[src/rtl/cnt_dn_timer.sv]
// Programmable modulo-M down-counting timer with one-shot and auto-reload modes.
// Loads a saturated start value, counts to zero, and pulses done on each expiry.
module cnt_dn_timer #(
  parameter int unsigned width = 4,
  parameter int unsigned model = 16
) (
  input  logic             sys_clk,
  input  logic             sys_rst_n,
  input  logic             start,
  input  logic             stop,
  input  logic [width-1:0] load_val,
  input  logic             auto_reload,
  output logic [width-1:0] cnt,
  output logic             busy,
  output logic             done,
  output logic             tc
);

  typedef enum logic {
    IDLE = 1'b0,
    RUN  = 1'b1
  } state_t;

  localparam logic [width-1:0] CNT_MAX = width'(model - 1);

  state_t           state_q, state_d;
  logic [width-1:0] cnt_q, cnt_d;
  logic [width-1:0] reload_q, reload_d;
  logic [width-1:0] load_sat;
  logic             busy_q, busy_d;
  logic             done_q, done_d;

  always_comb begin
    load_sat = (load_val > CNT_MAX) ? CNT_MAX : load_val;
    state_d  = state_q;
    cnt_d    = cnt_q;
    reload_d = reload_q;
    done_d   = 1'b0;
    case (state_q)
      IDLE: begin
        cnt_d = '0;
        if (start && !stop) begin
          cnt_d    = load_sat;
          reload_d = load_sat;
          state_d  = RUN;
        end
      end
      RUN: begin
        // Abort outranks expiry, so a stop on the zero cycle suppresses done.
        if (stop) begin
          state_d = IDLE;
          cnt_d   = '0;
        end else if (cnt_q != '0) begin
          cnt_d = cnt_q - width'(1);
        end else begin
          done_d = 1'b1;
          if (auto_reload) cnt_d = reload_q;
          else             state_d = IDLE;
        end
      end
    endcase
    busy_d = (state_d == RUN);
  end

  always_ff @(posedge sys_clk or negedge sys_rst_n) begin
    if (!sys_rst_n) begin
      state_q  <= IDLE;
      cnt_q    <= '0;
      reload_q <= '0;
      busy_q   <= 1'b0;
      done_q   <= 1'b0;
    end else begin
      state_q  <= state_d;
      cnt_q    <= cnt_d;
      reload_q <= reload_d;
      busy_q   <= busy_d;
      done_q   <= done_d;
    end
  end

  assign cnt  = cnt_q;
  assign busy = busy_q;
  assign done = done_q;
  assign tc   = busy_q && (cnt_q == '0);

endmodule

[config.mk]
export PLATFORM = sky130hd
export DESIGN_NAME = cnt_dn_timer
export DESIGN_NICKNAME = d
export VERILOG_FILES = /design/src/rtl/cnt_dn_timer.sv
export SDC_FILE = /design/constraint.sdc
export NUM_CORES = 1
export LEC_CHECK = 0
export CAP_MARGIN = 10
export CORE_AREA = 10 10 47 49
export DETAILED_ROUTE_END_ITERATION = 10
export DIE_AREA = 0 0 57 59
export DONT_BUFFER_PORTS = 1
export PLACE_DENSITY_LB_ADDON = 0.05
export SLEW_MARGIN = 30
export SYNTH_ARGS = -nofsm -noshare
export SYNTH_HDL_FRONTEND = slang
export SYNTH_SLANG_ARGS = --single-unit
[constraint.sdc]
create_clock -name sys_clk -period 2 [get_ports sys_clk]
set_input_delay 0.1 -clock sys_clk [delete_from_list [all_inputs] [get_ports sys_clk]]
set_output_delay 0.1 -clock sys_clk [all_outputs]
set_load 0.05 [all_outputs]
==> flow_summary.toml <==
[detailed_routing]
avgViaCountPerCell = 5.11
drtIter0Drc = 16
vias = 491
ant_nets = 0
wl_per_cell_um = 15.1
wl_um = 1450
drc = 0
drt_first_pass_iters = 4

[global_routing]
antenna_found_initial = 0
track_usage_pct = 9.69
grt_pass1_vias = 528
grt_max_degree = 11
overflow = 0
grt_pass1_wl_um = 2530

[setup_path]
worst_setup_path_end_kind = "flop"
path_max_fanout = 5
crit_arrival_ps = 2030
critical_path_class = "flop to flop"
cp.required_ps = 2150
critical_path.startpoint_type = "flop"

[yosys]
yosys.cell_types.count = 25
synth-seq-area-share_pct = 44.3
synth-main-ff-cell = "dfrtp_1"
synth-seq-cells = 10
syn_area_um2 = 564
synth-edff-count = 0
ys_warn_count = 0
syn_area_per_cell_um2 = 9.25
async_flop_share_pct = 100
synth_nets = 72
postSynthCellCount = 61

[timing]
max_slew.worst_pin.slew_ps = 463
hold_violations = 0
post-route-min-period_ps = 1880
finalSetupTns_ps = 0
slew_violations = 0
timing.fmax_mhz = 533
rsz0062_at_grt = "no"
skew_ps = 1.84
setup_slack_ps = 124
max_slew_margin_pct = 69.0
setup_viol = 0
final.period_utilization_pct = 93.8

[floorplanning]
coreArea_um2 = 1400
rows = 14
io_pins = 16
die_area_um2 = 3360
die_y_um = 59
start_util_pct = 40.3
die_w_um = 57

[power]
powerDensity_nw_per_um2 = 915
peakVddDrop_mv = 0.607
p_leak_nw = 0.372

[layout]
utilization_pct = 54.2
drive_gt1_share_pct = 21.3
antennaDiodeCount = 0
final_nets = 92
syn_to_final_growth_pct = 34.6

[clock_network]
cts_buffer_depth = 2
path_clk_slew_ps = 70
cts_sinks = 10
worstSkewPairLatency_ps = 270
h-tree-depth = 1
cts_buffers = 3
ctsRootBufferMaster = "clkbuf_4"
cts_tree = "done"

[placed_design]
dp_hpwl_um = 1100
io_buffers = 0
dp_slack_ps = 428
gp_congestion = 0.843

[run_status]
status = "finished clean"

[flow_run]
cap_viol_max_count = 0

[min_path]
hold_path.class = "primary input to flop"
worst max-delay path, cell delays in order (launching register included):
cell           delay (ps)
dfrtp_1               370
inv_1                 100
ha_1                  230
nor3b_4               240
and3_1                200
nor3_1                 60
dlygate4sd3_1         560
per-stage QoR:
step	hold WS (ps)	area [µm²]	std cells	power (mW)
CTS	15.0	746	95	0.684
floorplan	-196	564	61	0.425
global route	16.4	759	96	0.733
global placement	-195	629	83	0.479
detailed placement	-195	629	83	0.479
finish	20.3	759	96	0.695
state kept, by name (all words and copies together) (netlist names):
register and count:
cnt 4, done 1, busy 1, reload_q 4
what timing repair did:
action                     CTS  global route
gates resized for setup      0             1
buffers inserted             0             1
setup endpoints to repair    0             1
hold endpoints to repair    18             0
hold buffers                 8             0
logic make-up after synthesis:
kind of cell               after synthesis  share of synthesized area [%]
and+or+nand+nor                         33                           33.7
muxes                                    1                           2.00
DFF                                     10                           44.3
adders and majority gates                2                           4.43
buffers and inverters                    4                           2.66
AOI/OAI and AO/OA                       11                           12.9
report_power, final:
group	switching [mW]	total [mW]	internal [mW]
clock network	0.0764	0.187	0.111
logic	0.142	0.246	0.104
registers	0.0320	0.261	0.229
layout by cell type (no fill, tap or decap), types with 2 or more instances in the layout:
cell / Yosys / layout
nor2_1: 2 / 2
a31oi_1: 2 / 2
or3_1: 2 / 2
nor3_1: 3 / 3
dlygate4sd3_1: 0 / 8
inv_1: 4 / 4
dfrtp_1: 10 / 10
clkbuf_4: 0 / 3
ha_1: 2 / 2
nand2_1: 16 / 16
nor4_1: 2 / 2
a21oi_1: 2 / 2
buf_4: 0 / 7
and2_1: 2 / 2
cell usage after synthesis (all sizes together) (2+ instances only):
cell / instances / area, µm²
nor3: 3 / 15.0
nor4: 2 / 12.5
and2: 2 / 12.5
nor2: 3 / 27.5
or3: 2 / 12.5
ha: 2 / 25.0
inv: 4 / 15.0
nand2: 16 / 60.1
dfrtp: 10 / 250
o21ai: 3 / 18.8
a31oi: 2 / 12.5
a21oi: 2 / 10.0
layout make-up:
cell class | instances | area, µm²
sequential | 10 | 250
clock buffer | 4 | 36.3
fill | 142 | 642
tap | 16 | 20.0
timing repair buffer | 15 | 133
inverter | 4 | 15.0
multi-input combinational | 47 | 305
final timing paths:
check	cells past startpoint	startpoint	endpoint	slack, ps
worst max register to register	6	cnt[0]	busy	120
max in group asynchronous	1	sys_rst_n	cnt[3]	1470
worst max-delay path	6	cnt[0]	busy	120
worst min-delay path	2	auto_reload	cnt[1]	20
min in group asynchronous	1	sys_rst_n	reload_q[3]	210
worst min register to register	2	reload_q[1]	reload_q[1]	510
routing by layer:
metal | global-route usage (%) | up-vias | wire (µm)
met5 | 0 | - | 0
met3 | 3.86 | 2 | 92
li1 | - | 251 | -
met2 | 14.9 | 13 | 683
met1 | 11.0 | 225 | 661
met4 | 6.04 | 0 | 15
Note: power is estimated with default switching activity, not from simulation.
